[config.mk]
export PLATFORM = sky130hd
export DESIGN_NAME = hazard_scoreboard_flat
export DESIGN_NICKNAME = d
export VERILOG_FILES = /design/src/rtl/hazard_scoreboard_pkg.sv /design/src/rtl/hazard_scoreboard_if.sv /design/src/rtl/hazard_scoreboard_md_ctr.sv /design/src/rtl/hazard_scoreboard.sv /design/src/flat_wrapper.sv
export SDC_FILE = /design/constraint.sdc
export NUM_CORES = 1
export LEC_CHECK = 0
export BUFFER_PORTS_ARGS = -buffer_cell sky130_fd_sc_hd__clkbuf_2
export CORE_ASPECT_RATIO = 2
export CORE_MARGIN = 4
export CORE_UTILIZATION = 52
export CTS_BUF_LIST = sky130_fd_sc_hd__clkbuf_8
export DETAILED_ROUTE_END_ITERATION = 6
export HOLD_SLACK_MARGIN = 0.08
export PLACE_DENSITY = 0.76
export SYNTH_ARGS = -nofsm -noshare
export SYNTH_HDL_FRONTEND = slang
export SYNTH_SLANG_ARGS = --single-unit
[constraint.sdc]
create_clock -name clk -period 1.85 [get_ports clk]
set_input_delay 0 -clock clk [delete_from_list [all_inputs] [get_ports clk]]
set_output_delay 0 -clock clk [all_outputs]
set_load 0.01 [all_outputs]
[src/rtl/hazard_scoreboard_pkg.sv]
// Shared constants and types for the hazard scoreboard: Tnew/Tuse codes,
// forward-select codes and MDU latency defaults.
package hazard_scoreboard_pkg;

  localparam logic [1:0] TUSE_NONE = 2'b11;
  localparam logic [1:0] TNEW_PC   = 2'd0;
  localparam logic [1:0] TNEW_CAL  = 2'd1;
  localparam logic [1:0] TNEW_DM   = 2'd2;

  localparam logic [2:0] FWD_GRF = 3'd0;
  localparam logic [2:0] FWD_E   = 3'd1;
  localparam logic [2:0] FWD_M   = 3'd2;
  localparam logic [2:0] FWD_W   = 3'd3;

  localparam int unsigned MULT_LAT_DEF = 5;
  localparam int unsigned DIV_LAT_DEF  = 10;

  typedef struct packed {
    logic       stall;
    logic [2:0] sel;
  } fwd_res_t;

  // Slot k forwards with select code k+1; code 0 is the register file.
  function automatic logic [2:0] fwd_code(input int unsigned slot);
    return 3'(slot + 1);
  endfunction

endpackage

[src/rtl/hazard_scoreboard_if.sv]
// D-stage hazard query bundle: the pipeline (master) presents the decoded
// instruction, the scoreboard (slave) answers with stall/forward controls.
interface hazard_scoreboard_if #(
  parameter int unsigned RW = 5,
  parameter int unsigned TW = 2
);
  logic          d_valid;
  logic [RW-1:0] d_rs;
  logic [RW-1:0] d_rt;
  logic [TW-1:0] d_tuse_rs;
  logic [TW-1:0] d_tuse_rt;
  logic [RW-1:0] d_a3;
  logic [TW-1:0] d_tnew;
  logic          d_md_start;
  logic          d_md_div;
  logic          d_md_use;
  logic          flush;
  logic          stall;
  logic [2:0]    fwd_rs_sel;
  logic [2:0]    fwd_rt_sel;
  logic          md_busy;

  modport master (
    output d_valid, d_rs, d_rt, d_tuse_rs, d_tuse_rt, d_a3, d_tnew,
           d_md_start, d_md_div, d_md_use, flush,
    input  stall, fwd_rs_sel, fwd_rt_sel, md_busy
  );

  modport slave (
    input  d_valid, d_rs, d_rt, d_tuse_rs, d_tuse_rt, d_a3, d_tnew,
           d_md_start, d_md_div, d_md_use, flush,
    output stall, fwd_rs_sel, fwd_rt_sel, md_busy
  );
endinterface

[src/rtl/hazard_scoreboard_md_ctr.sv]
// MDU busy counter: loads the mult/div latency when an MDU op leaves E,
// then counts down to zero; busy while nonzero.
module hsb_md_ctr #(
  parameter int unsigned MULT_LAT = 5,
  parameter int unsigned DIV_LAT  = 10
) (
  input  logic clk,
  input  logic reset,
  input  logic load,
  input  logic is_div,
  output logic busy
);
  localparam int unsigned MAX_LAT = (MULT_LAT > DIV_LAT) ? MULT_LAT : DIV_LAT;
  localparam int unsigned CW      = $clog2(MAX_LAT + 1);

  logic [CW-1:0] cnt;

  always_ff @(posedge clk or negedge reset) begin
    if (!reset) begin
      cnt <= '0;
    end else if (load) begin
      cnt <= is_div ? CW'(DIV_LAT) : CW'(MULT_LAT);
    end else if (cnt != '0) begin
      cnt <= cnt - CW'(1);
    end
  end

  assign busy = (cnt != '0);
endmodule

[src/rtl/hazard_scoreboard.sv]
// Stall/forward controller: tracks in-flight GPR writes from E to W in a
// slot shift register and resolves D-stage operand hazards against them.
module hazard_scoreboard
  import hazard_scoreboard_pkg::*;
#(
  parameter int unsigned NSTAGE   = 3,
  parameter int unsigned TW       = 2,
  parameter int unsigned RW       = 5,
  parameter int unsigned MULT_LAT = MULT_LAT_DEF,
  parameter int unsigned DIV_LAT  = DIV_LAT_DEF
) (
  input logic               clk,
  input logic               reset,
  hazard_scoreboard_if.slave hs
);
  localparam logic [TW-1:0] TUSE_ALL = '1;

  logic [NSTAGE-1:0]         slot_valid;
  logic [NSTAGE-1:0][RW-1:0] slot_a3;
  logic [NSTAGE-1:0][TW-1:0] slot_tnew;
  logic [NSTAGE-1:0]         hit_rs;
  logic [NSTAGE-1:0]         hit_rt;
  logic                      slot0_md;
  logic                      slot0_div;
  logic                      issue;
  logic                      stall_int;
  logic                      md_term;
  logic                      md_busy;
  fwd_res_t                  res_rs;
  fwd_res_t                  res_rt;

  assign issue = hs.d_valid & ~stall_int;

  for (genvar i = 0; i < NSTAGE; i++) begin : g_slot
    if (i == 0) begin : g_head
      always_ff @(posedge clk or negedge reset) begin
        if (!reset) begin
          slot_valid[0] <= 1'b0;
          slot_a3[0]    <= '0;
          slot_tnew[0]  <= '0;
        end else if (hs.flush || !issue) begin
          slot_valid[0] <= 1'b0;
          slot_a3[0]    <= '0;
          slot_tnew[0]  <= '0;
        end else begin
          slot_valid[0] <= (hs.d_a3 != '0);
          slot_a3[0]    <= hs.d_a3;
          slot_tnew[0]  <= hs.d_tnew;
        end
      end
    end else begin : g_tail
      always_ff @(posedge clk or negedge reset) begin
        if (!reset) begin
          slot_valid[i] <= 1'b0;
          slot_a3[i]    <= '0;
          slot_tnew[i]  <= '0;
        end else if (hs.flush) begin
          slot_valid[i] <= 1'b0;
          slot_a3[i]    <= '0;
          slot_tnew[i]  <= '0;
        end else begin
          slot_valid[i] <= slot_valid[i-1];
          slot_a3[i]    <= slot_a3[i-1];
          slot_tnew[i]  <= (slot_tnew[i-1] == '0) ? '0 : slot_tnew[i-1] - TW'(1);
        end
      end
    end

    assign hit_rs[i] = slot_valid[i] && (slot_a3[i] == hs.d_rs);
    assign hit_rt[i] = slot_valid[i] && (slot_a3[i] == hs.d_rt);
  end

  // Only the E slot needs the MDU flag: it both triggers the counter load
  // and covers the cycle before the counter becomes nonzero.
  always_ff @(posedge clk or negedge reset) begin
    if (!reset) begin
      slot0_md  <= 1'b0;
      slot0_div <= 1'b0;
    end else if (hs.flush || !issue) begin
      slot0_md  <= 1'b0;
      slot0_div <= 1'b0;
    end else begin
      slot0_md  <= hs.d_md_start;
      slot0_div <= hs.d_md_div;
    end
  end

  hsb_md_ctr #(
    .MULT_LAT (MULT_LAT),
    .DIV_LAT  (DIV_LAT)
  ) u_md_ctr (
    .clk    (clk),
    .reset  (reset),
    .load   (slot0_md & ~hs.flush),
    .is_div (slot0_div),
    .busy   (md_busy)
  );

  // Youngest matching slot decides; older matches are shadowed.
  function automatic fwd_res_t resolve(
    input logic [NSTAGE-1:0]         hit,
    input logic [NSTAGE-1:0][TW-1:0] tnew,
    input logic [TW-1:0]             tuse,
    input logic                      skip
  );
    fwd_res_t r;
    logic     found;
    r     = '{stall: 1'b0, sel: FWD_GRF};
    found = 1'b0;
    if (!skip) begin
      for (int unsigned i = 0; i < NSTAGE; i++) begin
        if (!found && hit[i]) begin
          found = 1'b1;
          if (tnew[i] > tuse)
            r.stall = 1'b1;
          else if (tnew[i] == '0)
            r.sel = fwd_code(i);
        end
      end
    end
    return r;
  endfunction

  always_comb begin
    res_rs    = resolve(hit_rs, slot_tnew, hs.d_tuse_rs,
                        (hs.d_tuse_rs == TUSE_ALL) || (hs.d_rs == '0));
    res_rt    = resolve(hit_rt, slot_tnew, hs.d_tuse_rt,
                        (hs.d_tuse_rt == TUSE_ALL) || (hs.d_rt == '0));
    md_term   = hs.d_md_use & (md_busy | slot0_md);
    stall_int = hs.d_valid & ~hs.flush & (res_rs.stall | res_rt.stall | md_term);
  end

  assign hs.stall      = stall_int;
  assign hs.fwd_rs_sel = res_rs.sel;
  assign hs.fwd_rt_sel = res_rt.sel;
  assign hs.md_busy    = md_busy;
endmodule

[src/flat_wrapper.sv]
// flat-port wrapper written by rule: the top's interface ports become plain ports
module hazard_scoreboard_flat import hazard_scoreboard_pkg::*;
#(
  parameter int unsigned NSTAGE   = 3,
  parameter int unsigned TW       = 2,
  parameter int unsigned RW       = 5,
  parameter int unsigned MULT_LAT = MULT_LAT_DEF,
  parameter int unsigned DIV_LAT  = DIV_LAT_DEF
)
  (clk, reset, hs_d_valid, hs_d_rs, hs_d_rt, hs_d_tuse_rs, hs_d_tuse_rt, hs_d_a3, hs_d_tnew, hs_d_md_start, hs_d_md_div, hs_d_md_use, hs_flush, hs_stall, hs_fwd_rs_sel, hs_fwd_rt_sel, hs_md_busy);
  hazard_scoreboard_if #(.RW(RW), .TW(TW)) hs_i ();
  input logic clk;
  input logic reset;
  input wire logic [$bits(hs_i.d_valid)-1:0] hs_d_valid;
  input wire logic [$bits(hs_i.d_rs)-1:0] hs_d_rs;
  input wire logic [$bits(hs_i.d_rt)-1:0] hs_d_rt;
  input wire logic [$bits(hs_i.d_tuse_rs)-1:0] hs_d_tuse_rs;
  input wire logic [$bits(hs_i.d_tuse_rt)-1:0] hs_d_tuse_rt;
  input wire logic [$bits(hs_i.d_a3)-1:0] hs_d_a3;
  input wire logic [$bits(hs_i.d_tnew)-1:0] hs_d_tnew;
  input wire logic [$bits(hs_i.d_md_start)-1:0] hs_d_md_start;
  input wire logic [$bits(hs_i.d_md_div)-1:0] hs_d_md_div;
  input wire logic [$bits(hs_i.d_md_use)-1:0] hs_d_md_use;
  input wire logic [$bits(hs_i.flush)-1:0] hs_flush;
  output wire logic [$bits(hs_i.stall)-1:0] hs_stall;
  output wire logic [$bits(hs_i.fwd_rs_sel)-1:0] hs_fwd_rs_sel;
  output wire logic [$bits(hs_i.fwd_rt_sel)-1:0] hs_fwd_rt_sel;
  output wire logic [$bits(hs_i.md_busy)-1:0] hs_md_busy;
  assign hs_i.d_valid = hs_d_valid;
  assign hs_i.d_rs = hs_d_rs;
  assign hs_i.d_rt = hs_d_rt;
  assign hs_i.d_tuse_rs = hs_d_tuse_rs;
  assign hs_i.d_tuse_rt = hs_d_tuse_rt;
  assign hs_i.d_a3 = hs_d_a3;
  assign hs_i.d_tnew = hs_d_tnew;
  assign hs_i.d_md_start = hs_d_md_start;
  assign hs_i.d_md_div = hs_d_md_div;
  assign hs_i.d_md_use = hs_d_md_use;
  assign hs_i.flush = hs_flush;
  assign hs_stall = hs_i.stall;
  assign hs_fwd_rs_sel = hs_i.fwd_rs_sel;
  assign hs_fwd_rt_sel = hs_i.fwd_rt_sel;
  assign hs_md_busy = hs_i.md_busy;
  hazard_scoreboard #(.NSTAGE(NSTAGE), .TW(TW), .RW(RW), .MULT_LAT(MULT_LAT), .DIV_LAT(DIV_LAT)) u_core (.clk(clk), .reset(reset), .hs(hs_i));
endmodule
==> results.yml, run 1 <==
setup_path:
  startpoint_type: "flip-flop"
  reg2reg_slack_ns: -0.30
  required_ns: 1.85
  critical_path.endpoint_type: "output port"
  r2r_start: "u_core.slot_tnew[5]$_DFF_PN0_"
  rr_worst_depth: 9
  crit_type: "reg -> out"
  arrival_ns: 2.18
  rr_endpoint: "u_core.slot_a3[2]$_DFF_PN0_"
  worstPathMaxFanout: 2
cts:
  cts_tree: "yes"
  clock_latency_ns: 0.28
  htreeDepth: 2
  cts_made_buffers: 5
  clock_sinks: 30
  cts_max_path_buffers: 2
  clockRootBuffer: "clkbuf_8"
  path_clk_slew_ns: 0.07
finish:
  finish.instance_area_um2: 2819
  drive_gt1_share_pct: 40.14
  nets: 320
  antenna_cells: 0
  layoutNonFillerInstCount: 328
  syn_to_final_growth_pct: 45.45
  post-route-util_pct: 78.15
global_route:
  grt_pass1_wl_mm: 8.887
  antenna_found_initial: 0
  grt_use_met2_pct: 46.01
  grt_pass1_vias: 1989
  met3_usage_pct: 3.949
  met1_usage_pct: 23.95
  grtUsageTotal_pct: 25.24
  top_usage_layer: "met2"
  grt_max_degree: 31
  grt_overflow: 0
yosys:
  synthCells: 197
  ys_warn_count: 0
  synth_area_leaders: "dfrtp_1 (39%), xnor2_1 (11%), ha_1 (9.0%), nor2b_1 (5.2%), xor2_1 (3.6%)"
  synth_fa_ha_area_share_pct: 9.038
  yosysTopAreaCellShare_pct: 38.73
  synth_top_family_by_area: "simple AND/OR/NAND/NOR gates"
  yosysUniqueCellTypes: 40
  ys_seq_area_share_pct: 38.73
  synth_area_leader_cell: "dfrtp_1"
  synth-simple-area-share_pct: 23.56
  syn_area_um2: 1938
  synthFlopType: "dfrtp_1"
  synthMuxAreaShare_pct: 0
  synth-edff-count: 0
  synth_compound_area_share_pct: 11.30
  syn_area_per_cell_um2: 9.838
  ys_seq_elements: 30
  synthXorXnorAreaFrac_pct: 14.46
  ys_async_sr_fraction_pct: 100.0
timing:
  max_freq_ghz: 0.4589
  min_period_ns: 2.179
  finalHoldViolations: 0
  finalSetupViolCount: 15
  fin_crit_sh_pct: 117.8
  rsz0062_at_grt: "yes"
  fin_ws_ns: -0.3289
  slew_headroom_pct: 52.19
  finClkSkew_ns: 0.006441
  tightest_slew_ns: 0.7172
  tns_ns: -3.756
  slew_viol_final: 0
drt:
  dr.pass1.iters: 4
  wire_per_inst_um: 17.06
  drt_wl_total_mm: 5.596
  vias_per_cell: 5.564
  ant_nets: 0
  drc_errors: 0
  drt_iter0_drc: 49
  num_vias: 1825
floorplan:
  die_w_um: 51.17
  initial_core_util_pct: 53.73
  core_region_area_um2: 3607
  die_area_um2: 4827
  fp.dieH_um: 94.34
  fp-row-count: 31
  io-pin-count: 36
pwr:
  power_density_nw_per_um2: 661.1
  p_leak_nw: 1.262
  vdd_ir_drop_max_mv: 0.9632
run_status:
  status: "complete, but fails checks"
  violations: "negative setup slack"
worst_hold_path:
  hold_class: "in -> async"
placement:
  place_congestion: 0.8994
  hpwlAfterDp_mm: 3.856
  place_area_um2: 2330
  portBuffers: 33
  dp_cells: 301
job:
  maxCapViolCount: 0
-- power by group --
part | internal, W | switching [W]
clock | 0.000294 | 0.000242
combinational | 0.000283 | 0.000275
sequential | 0.000723 | 0.0000469
total | 0.00130 | 0.000564
-- stage by stage --
stage	total power (W)	setup slack [ns]	hold WS (ns)
CTS	0.001842	-0.2864	0.3347
floorplan	0.001085	-0.09569	-0.2956
global placement	0.001247	-0.3171	0.09409
global route	0.001976	-0.4348	0.3569
detailed placement	0.001262	-0.4138	0.1002
finish	0.001864	-0.3289	0.2965
-- cells in the mapped netlist, drive strengths merged, types with 5 or more instances --
cell,n
dfrtp,30
xnor2,24
nand2,16
nor2b,16
ha,14
a21oi,11
and2,10
inv,9
xor2,8
nor2,7
o21ai,6
or3,5
-- routing by layer --
metal,routed length (µm),up-vias
li1,-,841
met1,1718,861
met2,3276,86
met3,224,37
met4,376,0
met5,0,-
-- logic make-up after synthesis --
logic type | Yosys count
adders and majority gates | 14
buffers and inverters | 12
DFF | 30
xor gates and xnor gates | 32
AOI/OAI and AO/OA | 29
other | 1
and+or+nand+nor | 79
-- cells in the final DEF, fill, tap and decap left out, types with 4 or more instances in the layout --
master         instances
nor2b_1               14
nand4_1                4
nor3b_1                4
buf_4                 29
ha_1                  12
a21oi_1                5
clkbuf_8               6
xnor2_2                4
dlygate4sd3_1         11
inv_1                 10
nor3_1                 4
a21oi_2                6
nor2_1                 7
and2_1                 9
xnor2_1               20
clkbuf_2              30
dfrtp_2                4
dfrtp_1               26
xor2_1                 5
nand2_1               14
-- cell type report --
cell class              instances  area (µm²)
repair buffers                 76       526.8
inverters                       9       33.78
clock inverters                 2       8.758
clock buffers                   6       82.58
fillers                       243       788.3
well taps                      49       61.31
multi-input cells             156        1350
flip-flops and latches         30       755.7
-- what timing repair did --
item / in CTS / in global routing
hold buffers: 11 / 0
pin swaps: 22 / 15
buffers inserted: 5 / 3
cloned: 0 / 1
setup endpoints to repair: 15 / 15
gates resized for setup: 17 / 29
endpoints found under the hold margin: 47 / 0
-- sequential cells by signal, indices dropped and copies added, names as in the netlist --
name and cells:
u_core.slot0_div 1, u_core.slot0_md 1, u_core.slot_a3 15, u_core.slot_tnew 6, u_core.slot_valid 3, u_core.u_md_ctr.cnt 4
-- worst max path at each step --
stage                                        startpoint  depth (start not counted)                            end
after floorplan           u_core.slot_tnew[5]$_DFF_PN0_                          7     u_core.slot0_div$_DFF_PN0_
after global placement    u_core.slot_tnew[1]$_DFF_PN0_                          7  u_core.slot_tnew[1]$_DFF_PN0_
after detailed placement  u_core.slot_tnew[1]$_DFF_PN0_                          7     u_core.slot0_div$_DFF_PN0_
after CTS                   u_core.slot_a3[7]$_DFF_PN0_                         10     u_core.slot0_div$_DFF_PN0_
after global routing        u_core.slot_a3[9]$_DFF_PN0_                          6                       hs_stall
final                       u_core.slot_a3[7]$_DFF_PN0_                          9                       hs_stall
-- critical path: stages, from the launching register on --
cell and delay, ns:
dfrtp_1 0.38, buf_4 0.13, xnor2_1 0.17, nand4_1 0.14
buf_4 0.17, a2111oi_4 0.29, a211o_1 0.20, a21oi_1 0.10
a21oi_2 0.16, buf_2 0.15
Power figures use the tool's default switching activity.
==> inputs of run 2 (changes only) <==
CORE_UTILIZATION = 57   (was 52)
MAX_ROUTING_LAYER = met4   (was default)
PLACE_DENSITY = 0.8   (was 0.76)
clock period = 2.2 ns   (was 1.85 ns; I/O delays follow)
==> results.yml, run 2 (same netlist as run 1, synthesis figures left out) <==
setup_path:
  timing.critical_path.buf_inv: 1
  r2r_start: "u_core.slot_a3[0]$_DFF_PN0_"
  endpoint: "hs_stall"
  crit_slowest_cell: "or3_4"
  rr_worst_depth: 7
  rr_endpoint: "u_core.slot_a3[4]$_DFF_PN0_"
  startpoint: "u_core.slot_a3[0]$_DFF_PN0_"
  arrival_ns: 2.21
  startpoint_type: "flip-flop"
  crit_family: "simple AND/OR/NAND/NOR gates"
  cp_cell_sequence: "xnor2_1 > nand4_1 > or3_4 > a311o_1 > a21oi_2 > buf_2"
  cp.depth: 6
  worstPathMaxFanout: 5
  reg2reg_slack_ns: 0.06
  crit_type: "reg -> out"
  required_ns: 2.20
  critical_path.endpoint_type: "output port"
  critical_path.max_stage_delay_ns: 0.44
cts:
  clockRootBuffer: "clkbuf_8"
  htreeDepth: 2
  clock_latency_ns: 0.29
  cts_made_buffers: 5
  cts_max_path_buffers: 2
  path_clk_slew_ns: 0.06
  clock_sinks: 30
  cts_tree: "yes"
run_status:
  status: "complete, but fails checks"
  violations: "negative setup slack"
pwr:
  power_density_nw_per_um2: 646.5
  vdd_ir_drop_max_mv: 0.6458
  p_leak_nw: 1.112
  design_power_total_w: 0.001588
finish:
  mostFrequentLayoutCells: "clkbuf_2 (32), dfrtp_1 (30), xnor2_1 (24)"
  nets: 295
  seq_area_um2: 750.7
  final_common_cell: "clkbuf_2"
  top_register: "u_core.slot_a3"
  syn_to_final_growth_pct: 26.73
  multiInputGateArea_um2: 1195
  post-route-util_pct: 76.06
  drive_gt1_share_pct: 25.59
  layoutNonFillerInstCount: 285
  fillCellCount: 231
  largestRegisters: "u_core.slot_a3: 15 flops, u_core.slot_tnew: 6 flops, u_core.u_md_ctr.cnt: 4 flops"
  finish.instance_area_um2: 2456
  antenna_cells: 0
  largest_register_ffs: 15
floorplan:
  fp.dieH_um: 90.47
  core_region_area_um2: 3229
  initial_core_util_pct: 60.02
  io-pin-count: 36
  die_area_um2: 4454
  die_w_um: 49.23
  fp-row-count: 29
global_route:
  grtUsageTotal_pct: 24.90
  grt_pass1_wl_mm: 8.252
  grt_max_degree: 31
  grt_pass1_vias: 1799
  antenna_found_initial: 0
  grt_overflow: 0
timing:
  fin_crit_sh_pct: 100.6
  tightest_slew_ns: 0.7482
  holdWs_ns: 0.1559
  rsz0062_at_grt: "yes"
  finalHoldViolations: 0
  fin_ws_ns: -0.01266
  max_freq_ghz: 0.4519
  slew_viol_final: 0
  finClkSkew_ns: 0.005912
  slew_headroom_pct: 50.12
  finalSetupViolCount: 1
  min_period_ns: 2.213
drt:
  ant_nets: 0
  vias_per_cell: 5.860
  num_vias: 1670
  wire_per_inst_um: 17.47
  drt_iter0_drc: 35
  drt_wl_total_mm: 4.979
  drc_errors: 0
  dr.pass1.iters: 4
worst_hold_path:
  hold_class: "in -> reg"
placement:
  place_area_um2: 2150
  hpwlAfterDp_mm: 3.606
  dp_cells: 262
  portBuffers: 33
  place_congestion: 1.028
job:
  maxCapViolCount: 0
[run 2: changes by cell type in the layout (fill, tap and decap cells not counted), moves of 3 or more]
cell	change
xnor2_2	-4
xor2_1	+3
xnor2_1	+4
a21oi_1	+4
dfrtp_1	+4
a21oi_2	-4
buf_4	-23
dfrtp_2	-4
[run 2: worst min path at each step]
stage / startpoint / end / cells past startpoint / slack (ns)
floorplan: reset / u_core.slot0_div$_DFF_PN0_ / 0 / -0.30
global placement: reset / u_core.u_md_ctr.cnt[2]$_DFFE_PN0P_ / 1 / 0.09
detailed placement: reset / u_core.u_md_ctr.cnt[2]$_DFFE_PN0P_ / 1 / 0.09
CTS: hs_flush / u_core.slot_valid[1]$_DFF_PN0_ / 2 / 0.16
global route: hs_flush / u_core.slot_a3[10]$_DFF_PN0_ / 2 / 0.20
finish: hs_flush / u_core.slot_a3[14]$_DFF_PN0_ / 2 / 0.16
[run 2: timing repair]
action	CTS	global route
resized for setup	4	10
buffers inserted	1	3
endpoints found under the hold margin	40	0
setup endpoints to repair	11	11
hold buffers	11	0
pin swaps	5	4
[run 2: stage by stage]
stage	worst slack, ns	TNS [ns]
global placement	-0.01230	-0.1100
finish	-0.01266	-0.01266
detailed placement	-0.06777	-0.5280
floorplan	0.1728	0
CTS	0.004200	0
global route	-0.06198	-0.4441
[run 2: cell type report]
cell class / count / area share, %
clock buffer: 5 / 2.802
clock inverter: 3 / 1.528
inverter: 9 / 1.375
multi-input combinational: 156 / 48.65
sequential: 30 / 30.57
tap: 31 / 1.579
timing repair buffer: 51 / 13.50
[run 2: power breakdown]
group / internal, W / switching [W] / leakage, nW
logic: 0.000197 / 0.000211 / 0.644
clock network: 0.000329 / 0.000203 / 0.0607
registers: 0.000607 / 0.0000408 / 0.406
[run 2: layer usage]
metal / global-route usage, % / part of all wire, %
met5: - / 0
met4: 14.01 / 4.3
met2: 45.07 / 58
met1: 23.70 / 34
met3: 4.628 / 3.8
==> inputs of run 3 (changes only) <==
SETUP_SLACK_MARGIN = 0.5   (was default)
==> results.yml, run 3 (same netlist as run 1, synthesis figures left out) <==
run_status:
  status: "complete, but fails checks"
  violations: "negative setup slack"
drt:
  num_vias: 1723
  wire_per_inst_um: 18.01
  drt_iter0_drc: 52
  dr.pass1.iters: 4
  ant_nets: 0
  drc_errors: 0
  vias_per_cell: 5.881
  drt_wl_total_mm: 5.277
worst_hold_path:
  hold_class: "in -> reg"
  holdPathStages: 2
  hold-path-endpoint: "u_core.slot_a3[9]$_DFF_PN0_"
  worstHoldStart: "hs_flush"
timing:
  tightest_slew_ns: 0.7313
  fin_crit_sh_pct: 101.0
  fin_ws_ns: -0.02290
  slew_viol_final: 0
  max_freq_ghz: 0.4499
  finClkSkew_ns: 0.008854
  min_period_ns: 2.223
  slew_headroom_pct: 51.24
  holdWs_ns: 0.1612
  finalSetupViolCount: 8
  rsz0062_at_grt: "yes"
  finalHoldViolations: 0
  tns_ns: -0.05533
finish:
  drive_gt1_share_pct: 34.73
  top_register: "u_core.slot_a3"
  syn_to_final_growth_pct: 39.06
  antenna_cells: 0
  fillCellCount: 185
  mostFrequentLayoutCells: "dfrtp_1 (29), clkbuf_2 (28), xnor2_1 (19)"
  largestRegisters: "u_core.slot_a3: 15 flops, u_core.slot_tnew: 6 flops, u_core.u_md_ctr.cnt: 4 flops"
  post-route-util_pct: 83.46
  layoutNonFillerInstCount: 293
  largest_register_ffs: 15
  final_common_cell: "dfrtp_1"
  nets: 303
placement:
  place_congestion: 0.9455
  hpwlAfterDp_mm: 3.421
  portBuffers: 33
  dp_slack_ns: 0.03116
  dp_cells: 263
setup_path:
  critical_path.endpoint_type: "flip-flop"
  arrival_ns: 2.43
  crit_type: "reg -> reg"
  required_ns: 2.41
  worstPathMaxFanout: 5
  rr_endpoint: "u_core.slot_tnew[1]$_DFF_PN0_"
  reg2reg_slack_ns: -0.02
  r2r_start: "u_core.slot_a3[9]$_DFF_PN0_"
  rr_worst_depth: 7
  startpoint_type: "flip-flop"
pwr:
  power_density_nw_per_um2: 669.7
  p_leak_nw: 1.218
  vdd_ir_drop_max_mv: 0.9938
global_route:
  antenna_found_initial: 0
  grt_overflow: 0
  grtUsageTotal_pct: 24.64
  grt_max_degree: 31
  grt_pass1_wl_mm: 8.238
  grt_pass1_vias: 1803
cts:
  clock_latency_ns: 0.29
  clockRootBuffer: "clkbuf_8"
  htreeDepth: 2
  cts_made_buffers: 5
  clock_sinks: 30
  cts_max_path_buffers: 2
  path_clk_slew_ns: 0.07
  cts_tree: "yes"
floorplan:
  fp-row-count: 29
  die_w_um: 49.23
  io-pin-count: 36
  die_area_um2: 4454
  initial_core_util_pct: 60.02
  fp.dieH_um: 90.47
  core_region_area_um2: 3229
job:
  maxCapViolCount: 0
[run 3: worst max-delay path by stage]
stage | slack [ns] | end | start
finish | -0.02 | u_core.slot_tnew[1]$_DFF_PN0_ | u_core.slot_a3[9]$_DFF_PN0_
global route | -0.08 | u_core.slot_tnew[1]$_DFF_PN0_ | u_core.slot_a3[9]$_DFF_PN0_
CTS | -0.01 | hs_stall | u_core.slot_a3[9]$_DFF_PN0_
detailed placement | 0.03 | u_core.slot_a3[4]$_DFF_PN0_ | u_core.slot_tnew[5]$_DFF_PN0_
global placement | 0.06 | u_core.slot_valid[0]$_DFF_PN0_ | u_core.slot_tnew[5]$_DFF_PN0_
floorplan | 0.25 | u_core.slot0_div$_DFF_PN0_ | u_core.slot_tnew[5]$_DFF_PN0_
[run 3: per-stage QoR]
step | total power (W) | cell area (µm²)
after detailed placement | 0.001029 | 2161
after global placement | 0.001015 | 2161
after floorplan | 0.0009134 | 1946
after global routing | 0.001892 | 2695
after CTS | 0.001767 | 2531
final | 0.001805 | 2695
[run 3: where the power goes]
part	internal, W	switching (W)
Combinational	0.000218	0.000240
Clock	0.000483	0.000214
Sequential	0.000607	0.0000432
Total	0.00131	0.000497
[run 3: metal layers]
layer | vias to the layer above | part of all wire [%] | track usage [%]
met4 | 0 | 3.7 | 12.35
met5 | - | 0 | -
li1 | 804 | - | -
met2 | 66 | 58 | 44.39
met1 | 834 | 34 | 25.34
met3 | 19 | 4.1 | 2.975
[run 3: area by class of cell]
class	instances	area, µm²	area share (%)
Clock inverter	2	60.06	2.228
Inverter	9	33.78	1.253
Clock buffer	6	82.58	3.064
Multi-Input combinational cell	156	1328	49.26
Timing Repair Buffer	59	400.4	14.86
Sequential cell	30	752.0	27.90
Tap cell	31	38.79	1.439
[run 3: what timing repair did]
| action | in CTS | in global routing |
|---|---|---|
| pin swaps | 11 | 16 |
| hold endpoints to repair | 40 | 0 |
| resized for setup | 17 | 26 |
| setup endpoints to repair | 15 | 15 |
| hold buffers | 11 | 0 |
| buffers inserted | 4 | 6 |
| cloned | 0 | 1 |
[run 3: worst max-delay path, stage by stage, from the launching register on]
cell and delay, ns:
dfrtp_1 0.41, xnor2_1 0.18, nand4_1 0.20, or2_4 0.30
a211o_1 0.33, a2111oi_4 0.39, buf_4 0.20, and2_1 0.14
